**src/rtl/fifo_buffer_pkg.sv**
```systemverilog
// Shared definitions for the fifo_buffer slice: default sizing and the
// per-edge update classification used by the occupancy counter.
package fifo_buffer_pkg;

  localparam int unsigned FIFO_DEF_WIDTH = 8;
  localparam int unsigned FIFO_DEF_DEPTH = 4;

  typedef enum logic [1:0] {
    OP_HOLD = 2'b00,
    OP_PUSH = 2'b01,
    OP_POP  = 2'b10,
    OP_BOTH = 2'b11
  } fifo_op_e;

  function automatic fifo_op_e fifo_op(input logic push, input logic pop);
    fifo_op = fifo_op_e'({pop, push});
  endfunction

endpackage

```
**src/rtl/fifo_ptr.sv**
```systemverilog
// Wrapping pointer counter with increment, synchronous clear and async reset.
module fifo_ptr #(
  parameter int unsigned W = 2
) (
  input  logic         clock,
  input  logic         reset,
  input  logic         clear,
  input  logic         inc,
  output logic [W-1:0] ptr
);

  logic [W-1:0] ptr_d;
  logic [W-1:0] ptr_q;

  // Wraps from 2**W-1 to 0 by natural overflow.
  always_comb begin
    ptr_d = ptr_q;
    if (clear) begin
      ptr_d = '0;
    end else if (inc) begin
      ptr_d = ptr_q + W'(1);
    end
  end

  always_ff @(posedge clock or posedge reset) begin
    if (reset) begin
      ptr_q <= '0;
    end else begin
      ptr_q <= ptr_d;
    end
  end

  assign ptr = ptr_q;

endmodule

```
**src/rtl/fifo_reg.sv**
```systemverilog
// Single-word register with load enable and synchronous clear; one per FIFO entry.
module fifo_reg #(
  parameter int unsigned W = 8
) (
  input  logic         clock,
  input  logic         reset,
  input  logic         en,
  input  logic         clear,
  input  logic [W-1:0] d,
  output logic [W-1:0] q
);

  logic [W-1:0] q_d;
  logic [W-1:0] q_q;

  always_comb begin
    q_d = q_q;
    if (clear) begin
      q_d = '0;
    end else if (en) begin
      q_d = d;
    end
  end

  always_ff @(posedge clock or posedge reset) begin
    if (reset) begin
      q_q <= '0;
    end else begin
      q_q <= q_d;
    end
  end

  assign q = q_q;

endmodule

```
**src/rtl/fifo_buffer.sv**
```systemverilog
// First-word-fall-through synchronous FIFO with valid/ready ports, synchronous
// flush, occupancy count and full/empty/almost_full status.
module fifo_buffer
  import fifo_buffer_pkg::*;
#(
  parameter int unsigned WIDTH       = FIFO_DEF_WIDTH,
  parameter int unsigned DEPTH       = FIFO_DEF_DEPTH,
  parameter int unsigned AFULL_LEVEL = DEPTH - 1
) (
  input  logic                       clock,
  input  logic                       reset,
  input  logic                       clear,
  input  logic [WIDTH-1:0]           in_data,
  input  logic                       in_valid,
  output logic                       in_ready,
  output logic [WIDTH-1:0]           out_data,
  output logic                       out_valid,
  input  logic                       out_ready,
  output logic [$clog2(DEPTH+1)-1:0] count,
  output logic                       full,
  output logic                       empty,
  output logic                       almost_full
);

  localparam int unsigned PTR_W = $clog2(DEPTH);
  localparam int unsigned CNT_W = $clog2(DEPTH + 1);

  logic [PTR_W-1:0] wr_ptr;
  logic [PTR_W-1:0] rd_ptr;
  logic [CNT_W-1:0] count_d;
  logic [CNT_W-1:0] count_q;
  logic             push;
  logic             pop;
  logic             push_eff;
  logic             pop_eff;
  fifo_op_e         op;
  logic [WIDTH-1:0] entry [DEPTH];

  // Status is derived only from the registered count, so no input reaches an output.
  assign full        = (count_q == CNT_W'(DEPTH));
  assign empty       = (count_q == '0);
  assign almost_full = (count_q >= CNT_W'(AFULL_LEVEL));
  assign in_ready    = ~full;
  assign out_valid   = ~empty;
  assign count       = count_q;
  assign out_data    = entry[rd_ptr];

  assign push     = in_valid & in_ready;
  assign pop      = out_valid & out_ready;
  assign push_eff = push & ~clear;
  assign pop_eff  = pop & ~clear;
  assign op       = fifo_op(push_eff, pop_eff);

  always_comb begin
    count_d = count_q;
    if (clear) begin
      count_d = '0;
    end else begin
      unique case (op)
        OP_PUSH: count_d = count_q + CNT_W'(1);
        OP_POP:  count_d = count_q - CNT_W'(1);
        default: count_d = count_q;
      endcase
    end
  end

  always_ff @(posedge clock or posedge reset) begin
    if (reset) begin
      count_q <= '0;
    end else begin
      count_q <= count_d;
    end
  end

  fifo_ptr #(.W(PTR_W)) u_wr_ptr (
    .clock (clock),
    .reset (reset),
    .clear (clear),
    .inc   (push_eff),
    .ptr   (wr_ptr)
  );

  fifo_ptr #(.W(PTR_W)) u_rd_ptr (
    .clock (clock),
    .reset (reset),
    .clear (clear),
    .inc   (pop_eff),
    .ptr   (rd_ptr)
  );

  for (genvar i = 0; i < int'(DEPTH); i++) begin : g_entry
    fifo_reg #(.W(WIDTH)) u_entry (
      .clock (clock),
      .reset (reset),
      .en    (push_eff && (wr_ptr == PTR_W'(i))),
      .clear (1'b0),
      .d     (in_data),
      .q     (entry[i])
    );
  end

endmodule

```
**config.mk**
```make
export PLATFORM = sky130hd
export DESIGN_NAME = fifo_buffer
export DESIGN_NICKNAME = d
export VERILOG_FILES = /design/src/rtl/fifo_buffer_pkg.sv /design/src/rtl/fifo_ptr.sv /design/src/rtl/fifo_reg.sv /design/src/rtl/fifo_buffer.sv
export SDC_FILE = /design/constraint.sdc
export NUM_CORES = 1
export LEC_CHECK = 0
export ABC_AREA = 1
export CAP_MARGIN = 20
export CORE_MARGIN = 2
export CORE_UTILIZATION = 55
export DETAILED_ROUTE_END_ITERATION = 12
export PLACE_DENSITY = 0.81
export SETUP_SLACK_MARGIN = 0.02
export SLEW_MARGIN = 20
export SYNTH_ARGS = -nofsm -noshare
export SYNTH_HDL_FRONTEND = slang
export SYNTH_SLANG_ARGS = --single-unit
```
**constraint.sdc**
```tcl
create_clock -name clock -period 2.8 [get_ports clock]
set_input_delay 0.84 -clock clock [delete_from_list [all_inputs] [get_ports clock]]
set_output_delay 0.84 -clock clock [all_outputs]
set_load 0.05 [all_outputs]
```
# After elaboration in Yosys (flattened, before gate mapping)
# Cells that the tools add are included.
op_classes:
  add_sub_neg: 4
  n_lt_le_gt_ge: 2
  n_eq_ne: 6
  n_mux: 9
  n_bitwise: 8
  reduce_logical: 9
ops:
  columns: ["op", "n"]
  rows:
  - ["binary-select mux 8 bit (select 2 bit)", 1]
  - ["2-to-1 mux 8 bit", 2]
  - ["2-to-1 mux 2 bit", 4]
  - ["== test 2 bit (second input constant)", 3]
  - ["one-hot mux 3 bit (2 select lines)", 1]
  - ["adder 2 x 1 -> 2 bit (second input constant)", 2]
  - ["AND 1 bit", 4]
  - ["== test 2 x 1 -> 1 bit (second input constant)", 2]
  - ["logical AND 1 bit", 4]
  - ["nonzero test 2 bit", 2]
  - ["adder 3 x 1 -> 3 bit (second input constant)", 1]
  - ["== test 3 bit (second input constant)", 1]
  - [">= comparator 3 x 2 -> 1 bit (second input constant)", 1]
  - [">= comparator 3 bit (second input constant)", 1]
  - ["zero test 3 bit", 1]
  - ["2-to-1 mux 3 bit", 1]
  - ["inverter 1 bit", 3]
  - ["inverter 2 -> 3 bit", 1]
  - ["nonzero test 3 bit", 1]
  - ["subtractor 3 x 1 -> 3 bit (second input constant)", 1]
  - ["zero test 2 bit", 1]
word_totals:
  regBits: 39
  input_bits: 13
  output_inout_bits: 16

# Logic depth before layout (Yosys ltp)
# Gate-level depths: netlist of run 1.
depth:
  word_depth: 7
  ltp_mapped: 12
  depth_no_buf: 12

# Cells and area by module
# From an unflattened synthesis of run 1, not the netlist that was laid out.
unflattened:
  hier_cells: 261
  area_unflattened_um2: 2065.7
modules_own_cells:
  columns: ["module", "n_inst", "cells_each", "area_per_inst_um2", "seq_area_each_um2"]
  rows:
  - ["fifo_reg", 4, 36, 339.1, 200.2]
  - ["fifo_buffer", 1, 93, 529.3, 75.1]
  - ["fifo_ptr", 2, 12, 90.1, 50.0]

# Worst setup path before layout of run 1
# Ideal clock, no wire load.
synth_timing:
  path_type: "flip-flop to output port"
  startpoint: "register count_q[1] (netlist: count[1])"
  endpoint: "output port empty"
  t_arrival_ns: 1.683
  required_time_ns: 1.960
  path_slack_ns: 0.277
  stages_incl_launch_ff: 4
  n_path_buf: 0
  cell_sequence: "dfrtp_1 -> nor2_2 -> nand2_1 -> inv_1"
synth_between:
  elab_chain_cells: 1
synth_lines:
  columns: ["item", "line", "text"]
  rows:
  - ["start, declared", "fifo_buffer.sv:31", "logic [CNT_W-1:0] count_q;"]
  - ["start signal, assigned", "fifo_buffer.sv:71", "count_q <= count_d;"]
  - ["zero test 3 bit", "fifo_buffer.sv:41", "assign empty = (count_q == '0);"]
  - ["end, declared", "fifo_buffer.sv:21", "output logic empty,"]
# Every way passes these cells.

# Final worst setup path of run 1
layout_timing:
  startpoint: "register count_q[0] (netlist: count[0])"
  endpoint: "output port in_ready"
layout_between:
  elab_chain_cells: 2
layout_lines:
  columns: ["item", "line", "text"]
  rows:
  - ["== test 3 bit", "fifo_buffer.sv:40", "assign full = (count_q == CNT_W'(DEPTH));"]
  - ["inverter 1 bit", "fifo_buffer.sv:43", "assign in_ready = ~full;"]
  - ["end, declared", "fifo_buffer.sv:15", "output logic in_ready,"]
# Every way passes these cells.

==> results_dict.tcl, run 1 <==
set metrics [dict create \
    grt_max_degree 40 \
    clockBufferDepth 2 \
    drive_above_1_share_pct 23.4 \
    rsz0062_at_grt "no" \
    antenna_found_initial 0 \
    critPathCaptureType "primary output" \
    hold_class "reg -> reg" \
    clkSinkCount 39 \
    place_hpwl_mm 2.60 \
    outcome "finished, final reports clean" \
    synth_top_cell_by_area "dfrtp_1" \
    required_ps 1960 \
    finalSetupTns_ps 0 \
    worst_slew_pin_slew_ps 529 \
    r2r_start "count[0]" \
    cellPowerDensity_nw_per_um2 1250 \
    cts.clk_slew.worst_paths_ps 110 \
    fin_area_sq_um 2450 \
    syn-instance-count 216 \
    syn_avg_cell_area_sq_um 9.19 \
    avgRoutedWirePerCell_um 13.6 \
    irDropWorstVdd_mv 0.702 \
    first_pass_iters 4 \
    cp_top_family "buffers and inverters" \
    drt-initial-drc-count 111 \
    gp_congestion 0.790 \
    synth_area_leaders "dfrtp_1 49%, o21ai_2 9.7%, nand2_1 9.3%, o21ai_0 4.8%, nand2_4 3.4%" \
    setup_viol 0 \
    post_cts_buffers 0 \
    worstPathMaxFanout 6 \
    htree_levels 2 \
    regToRegSetupSlack_ps 860 \
    fin_skew_ps 12.5 \
    cp_data_arrival_time_ps 1830 \
    placed_area_sq_um 2360 \
    worstSetupPathType "reg -> out" \
    timing.rr.end "count[2]" \
    slowest_delay_ps 810 \
    startpoint "count[0]" \
    min_to "g_entry[1].u_entry.q[0]" \
    wl_mm 4.00 \
    io_buffers 28 \
    worst_slack_ps 125 \
    syn_nets 234 \
    num_rows 21 \
    worstRegToRegCells 11 \
    diodes 0 \
    cts_tree "done" \
    postRouteAntennaNets 0 \
    vias 1553 \
    path_buf_inv 1 \
    ys_ff_latch 39 \
    post-place-ws_ps 265 \
    fin_crit_ps 2670 \
    grt_pass1_vias 1528 \
    globalRoute.totalOverflow 0 \
    fp.dieH_um 64.1 \
    maxSlewHeadroom_pct 64.7 \
    final_hold_viol_count 0 \
    critPathSlowestCell "clkdlybuf4s50_1" \
    clockRootBuffer "clkbuf_4" \
    dieArea_sq_um 4110 \
    io-pin-count 29 \
    hold_depth 2 \
    die_w_um 64.1 \
    fill_cells 242 \
    holdCritStartpoint "g_entry[1].u_entry.q[0]" \
    max-cap-violations 0 \
    cts_inserted_buffers 5 \
    power_mw 3.05 \
    drc_errors 0 \
    vias_per_cell 5.28 \
    syn_to_final_growth_pct 23.5 \
    initial_core_util_pct 58.6 \
    fmax_mhz 374 \
    insertion_delay_ps 360 \
    grt_pass1_wl_mm 6.87 \
    dp.cells 286 \
    synth_top_area_share_pct 49.1 \
    hold_ws_ps 489 \
    syn_area_sq_um 1990 \
    slew_violations 0 \
    finalNonFillerCells 294 \
    fin_util_pct 72.4 \
    ys_warn_count 0 \
    startpoint_type "flip-flop" \
    leakagePower_nw 1.23 \
    synthDistinctLibCells 22 \
    grt_usage_pct 22.1 \
    core_sq_um 3390 \
    nNetsFinal 265 \
    min_period_over_period_pct 95.5 \
    ys_seq_area_share_pct 49.1 \
    cp_cell_sequence "nor2_2 > nand2_4 > clkdlybuf4s50_1" \
]
## worst min-delay path, stage by stage (launching register included)
cell     delay (ps)
dfrtp_1         360
nand2_1          60
o21ai_2          50
## synth_stat cells (all sizes together)
| library cell | n |
|---|---|
| fa | 1 |
| nor2 | 19 |
| a21oi | 3 |
| dfrtp | 39 |
| a21boi | 1 |
| o21ai | 52 |
| inv | 19 |
| ha | 4 |
| nand2 | 60 |
| xor2 | 1 |
| clkbuf | 1 |
| buf | 6 |
| nand3 | 2 |
| o22ai | 8 |
## flip-flops by register name, summed over array words and instances (netlist names)
signal and flops:
count 3, g_entry.u_entry.q 32, u_rd_ptr.ptr 2, u_wr_ptr.ptr 2
## where the power goes
part           internal [mW]  switching (mW)
Sequential             0.790           0.157
Clock                  0.211           0.186
Combinational          0.684            1.03
## worst max-delay path by stage
stage / to / slack (ps) / depth (start not counted)
after global routing: out_data[1] / 20 / 4
after CTS: out_valid / 30 / 3
after detailed placement: count[2] / 260 / 11
after global placement: count[2] / 310 / 11
final: in_ready / 130 / 3
after floorplan: empty / 280 / 3
## logic make-up (layout without fill, tap and decap cells)
kind of cell | after synthesis | in the layout | share of synthesized area, %
compound gates | 64 | 64 | 20.9
flops | 39 | 39 | 49.1
buf+inv | 26 | 58 | 6.55
simple gates | 81 | 81 | 19.4
xor+xnor | 1 | 1 | 0.441
fa+ha+maj | 5 | 5 | 3.53
## repair_timing
action	4_1_cts	5_1_grt
endpoints found under the setup margin	1	1
hold buffers	0	0
gates resized for setup	1	1
pin swaps	0	0
gates cloned	0	0
## layer usage
layer,global-route usage [%],share of wire [%],vias up
li1,-,-,772
met1,28.9,45,726
met2,35.0,47,46
met3,3.70,6.1,9
met4,12.2,1.7,0
met5,0,0,-
## layout make-up
class,instances,area [sq um],share of cell area [%]
clock buffers,6,51.3,2.09
clock inverters,2,35.0,1.43
inverters,19,71.3,2.91
well taps,46,57.6,2.35
repair buffers,31,382,15.6
flip-flops and latches,39,976,39.8
multi-input cells,151,880,35.9
## placed cells by master, fill, tap and decap left out, drive strengths merged
cell / count
clkbuf: 6
clkdlybuf4s50: 17
bufinv: 1
nor2: 19
dlygate4sd2: 1
clkinv: 1
fa: 1
nand2: 60
inv: 19
nand3: 2
buf: 12
dfrtp: 39
dlymetal6s2s: 1
o21ai: 52
ha: 4
xor2: 1
a21oi: 3
o22ai: 8
a21boi: 1
(Power assumes the default switching activity.)
==> run 2, diff against run 1 <==
--- a/config.mk
+++ b/config.mk
@@ -7,7 +7,7 @@
 export LEC_CHECK = 0
 export ABC_AREA = 1
 export CAP_MARGIN = 20
-export CORE_MARGIN = 2
+export CORE_MARGIN = 1
 export CORE_UTILIZATION = 55
 export DETAILED_ROUTE_END_ITERATION = 12
 export PLACE_DENSITY = 0.81
==> results_dict.tcl, run 2 (synthesis gave the netlist of run 1 again) <==
set metrics [dict create \
    antenna_found_initial 0 \
    clockRootBuffer "clkbuf_4" \
    nNetsFinal 265 \
    cp_data_arrival_time_ps 1830 \
    r2r_start "count[1]" \
    power_mw 3.12 \
    slew_violations 0 \
    grt_use_met3_pct 6.21 \
    htree_levels 2 \
    vias 1531 \
    grt_pass1_vias 1347 \
    leakagePower_nw 1.24 \
    power_frac_comb_pct 54.8 \
    fill_cells 259 \
    die_w_um 62.1 \
    worst_slew_pin_slew_ps 528 \
    layout.cells.most_common_list "49 x nand2_1, 39 x dfrtp_1, 22 x o21ai_2" \
    fin_skew_ps 8.07 \
    finalSetupTns_ps 0 \
    post-place-ws_ps 241 \
    clkSinkCount 39 \
    cts_tree "done" \
    final_hold_viol_count 0 \
    drt-initial-drc-count 76 \
    outcome "finished, final reports clean" \
    multi_input_area_sq_um 880 \
    hold_class "reg -> reg" \
    globalRoute.totalOverflow 0 \
    fmax_mhz 374 \
    dieArea_sq_um 3850 \
    p_int_mw 1.75 \
    drive_above_1_share_pct 23.0 \
    num_rows 21 \
    irDropWorstVdd_mv 0.719 \
    worstSetupPathType "reg -> out" \
    fin_crit_ps 2670 \
    grtUsageMet1_pct 32.5 \
    drc_errors 0 \
    max-cap-violations 0 \
    finalNonFillerCells 294 \
    switching_share_pct 43.8 \
    busiest_layer "met2" \
    dp.cells 286 \
    setup_viol 0 \
    holdCritStartpoint "g_entry[2].u_entry.q[5]" \
    use_met2_pct 35.9 \
    cts.clk_slew.worst_paths_ps 110 \
    syn_to_final_growth_pct 24.3 \
    insertion_delay_ps 350 \
    seq_power_share_pct 30.2 \
    io_buffers 28 \
    placed_area_sq_um 2360 \
    postRouteAntennaNets 0 \
    maxSlewHeadroom_pct 64.8 \
    cellPowerDensity_nw_per_um2 1260 \
    regArea_sq_um 976 \
    initial_core_util_pct 58.6 \
    worstPathMaxFanout 5 \
    critPathCaptureType "primary output" \
    io-pin-count 29 \
    gp_congestion 0.759 \
    core_sq_um 3390 \
    grt_usage_pct 23.5 \
    pwr-share-clk_pct 15.0 \
    cts_inserted_buffers 5 \
    fin_util_pct 72.8 \
    first_pass_iters 4 \
    fp.dieH_um 62.1 \
    min_period_over_period_pct 95.4 \
    largest_register_ffs 32 \
    avgRoutedWirePerCell_um 13.3 \
    worst_slack_ps 129 \
    place_hpwl_mm 2.51 \
    required_ps 1960 \
    startpoint_type "flip-flop" \
    grt_max_degree 40 \
    rsz0062_at_grt "no" \
    timing.rr.end "count[2]" \
    ctsHoldBuffers 0 \
    switchingPower_mw 1.37 \
    grt_pass1_wl_mm 6.32 \
    min_to "g_entry[2].u_entry.q[5]" \
    fin_area_sq_um 2470 \
    diodes 0 \
    regToRegSetupSlack_ps 820 \
    clockBufferDepth 2 \
    worstRegToRegCells 11 \
    final_common_cell "nand2_1" \
    hold_ws_ps 489 \
    wl_mm 3.90 \
    vias_per_cell 5.21 \
    hold_depth 2 \
]
-- run 2: worst max path at each step --
stage | start | end | slack, ps | depth (start not counted)
after floorplan | count[1] | empty | 280 | 3
after global placement | in_valid | count[2] | 310 | 11
after detailed placement | in_valid | count[2] | 240 | 11
after CTS | count[1] | out_valid | 30 | 3
after global routing | u_rd_ptr.ptr[1] | out_data[6] | 40 | 4
final | count[1] | in_ready | 130 | 3
-- run 2: worst max-delay path, stage by stage (launching register included) --
cell             delay [ps]
dfrtp_1                 470
nor2_2                  220
nand2_4                  80
clkdlybuf4s50_1         710
-- run 2: power groups by stage --
stage                     Clock (mW)  Sequential (mW)  Combinational, mW
after floorplan                    0            0.976               1.05
after global placement             0            0.944               1.69
after detailed placement           0            0.953               1.71
after CTS                      0.474            0.941               1.72
after global routing           0.497            0.972               1.83
final                          0.468            0.941               1.71
-- run 2: what timing repair did --
| item | 4_1_cts | 5_1_grt |
|---|---|---|
| endpoints found under the hold margin | 0 | 0 |
| setup endpoints to repair | 1 | 1 |
| buffers inserted | 0 | 0 |
| gates resized for setup | 1 | 1 |
-- run 2: layer usage --
| metal | vias to the layer above | wire length, um |
|---|---|---|
| met5 | - | 0 |
| met4 | 0 | 55 |
| met3 | 7 | 160 |
| met2 | 33 | 1840 |
| met1 | 726 | 1850 |
| li1 | 765 | - |
-- run 2: final cells by class --
| cell class | instances | area share (%) |
|---|---|---|
| tap | 46 | 2.33 |
| multi-input combinational | 151 | 35.6 |
| clock buffer | 6 | 1.67 |
| timing repair buffer | 31 | 15.5 |
| clock inverter | 2 | 2.43 |
| inverter | 19 | 2.89 |
| sequential | 39 | 39.6 |
==> run 3, diff against run 2 <==
--- a/config.mk
+++ b/config.mk
@@ -11,6 +11,7 @@
 export CORE_UTILIZATION = 55
 export DETAILED_ROUTE_END_ITERATION = 12
 export PLACE_DENSITY = 0.81
+export REMOVE_ABC_BUFFERS = 1
 export SETUP_SLACK_MARGIN = 0.02
 export SLEW_MARGIN = 20
 export SYNTH_ARGS = -nofsm -noshare
==> results_dict.tcl, run 3 (synthesis gave the netlist of run 1 again) <==
set metrics [dict create \
    cp_data_arrival_time_ps 1810 \
    initial_core_util_pct 58.6 \
    critPathCaptureType "primary output" \
    clockBufferDepth 2 \
    regToRegSetupSlack_ps 890 \
    finalSetupTns_ps 0 \
    largest_register_ffs 32 \
    placed_area_sq_um 2360 \
    setup_viol 0 \
    post_cts_buffers 0 \
    htree_levels 2 \
    clkSinkCount 39 \
    drc_errors 0 \
    wl_mm 3.82 \
    nNetsFinal 265 \
    slew_violations 0 \
    cts_inserted_buffers 5 \
    irDropWorstVdd_mv 0.792 \
    holdCritStartpoint "g_entry[1].u_entry.q[0]" \
    min_period_over_period_pct 94.8 \
    antenna_found_initial 0 \
    slowest_delay_ps 810 \
    fin_skew_ps 6.55 \
    grt_pass1_vias 1398 \
    worstSetupPathType "reg -> out" \
    insertion_delay_ps 340 \
    worst_slew_pin_slew_ps 522 \
    diodes 0 \
    required_ps 1960 \
    layout.cells.most_common_list "49 x nand2_1, 39 x dfrtp_1, 22 x o21ai_2" \
    fin_util_pct 71.3 \
    vias 1547 \
    post-place-ws_ps 263 \
    syn_to_final_growth_pct 21.7 \
    postRouteAntennaNets 0 \
    hold_depth 2 \
    min_to "g_entry[1].u_entry.q[0]" \
    fp.dieH_um 62.1 \
    max-cap-violations 0 \
    first_pass_iters 4 \
    io_buffers 28 \
    grt_max_degree 40 \
    outcome "finished, final reports clean" \
    die_w_um 62.1 \
    cts_resized 1 \
    fin_area_sq_um 2420 \
    drt-initial-drc-count 61 \
    ctsHoldBuffers 0 \
    final_hold_viol_count 0 \
    gp_congestion 0.749 \
    fin_crit_ps 2650 \
    worst_slack_ps 146 \
    grt_pass1_wl_mm 6.20 \
    hold_class "reg -> reg" \
    cp_cell_sequence "inv_2 > nand2_1 > clkdlybuf4s50_1" \
    drive_above_1_share_pct 22.6 \
    cts.clk_slew.worst_paths_ps 110 \
    vias_per_cell 5.26 \
    clockRootBuffer "clkbuf_4" \
    io-pin-count 29 \
    startpoint_type "flip-flop" \
    rsz0062_at_grt "no" \
    grt_usage_pct 22.8 \
    final_common_cell "nand2_1" \
    core_sq_um 3390 \
    leakagePower_nw 1.21 \
    avgRoutedWirePerCell_um 13.0 \
    cts_tree "done" \
    hold_ws_ps 493 \
    maxSlewHeadroom_pct 65.2 \
    num_rows 21 \
    critPathSlowestCell "clkdlybuf4s50_1" \
    cellPowerDensity_nw_per_um2 1210 \
    worstPathMaxFanout 5 \
    r2r_start "count[1]" \
    fmax_mhz 377 \
    globalRoute.totalOverflow 0 \
    place_hpwl_mm 2.65 \
    worstRegToRegCells 11 \
    dieArea_sq_um 3850 \
    timing.rr.end "count[2]" \
]
==> run 3: changes by cell type in the layout (fill, tap and decap cells not counted), sizes merged <==
cell    before  now
bufinv       2    0
clkinv       0    1
clkbuf       6    7
==> run 3: routing by layer <==
| layer | GRT usage [%] | routed length [um] | part of all wire, % | vias to the layer above |
|---|---|---|---|---|
| met5 | 0 | 0 | 0 | - |
| met4 | 8.57 | 53 | 1.4 | 0 |
| met3 | 5.18 | 106 | 2.8 | 7 |
| met2 | 37.5 | 1850 | 48 | 22 |
| met1 | 29.5 | 1810 | 47 | 748 |
| li1 | - | - | - | 770 |
==> run 3: critical path, delay by kind of cell (launching register included) <==
family / cells / cell delay (ps)
flip-flops: 1 / 520
AND/OR/NAND/NOR: 1 / 70
buffers and inverters: 2 / 890
==> run 3: cell type report <==
cell class,instances,area [sq um]
clock inverter,1,5.00
timing repair buffer,31,382
multi-input combinational,151,880
clock buffer,7,45.0
inverter,19,71.3
fill,253,973
sequential,39,976
tap,46,57.6
==> run 3: where the power goes <==
group	total (mW)	internal [mW]	switching (mW)
combinational	1.70	0.685	1.01
sequential	0.946	0.790	0.156
clock	0.277	0.0981	0.179
==> run 3: worst max-delay path by stage <==
stage	startpoint	endpoint	slack (ps)	cells after the start
floorplan	count[1]	empty	280	3
global placement	clear	count[2]	310	11
detailed placement	clear	count[2]	260	11
CTS	count[2]	out_valid	60	3
global route	count[2]	almost_full	40	3
finish	count[2]	almost_full	150	3
==> run 3: metrics by stage <==
stage,cells,power (mW)
6_report,294,2.92
5_1_grt,294,3.11
4_1_cts,294,2.94
3_5_place_dp,286,2.67
3_3_place_gp,286,2.63
2_1_floorplan,209,2.00
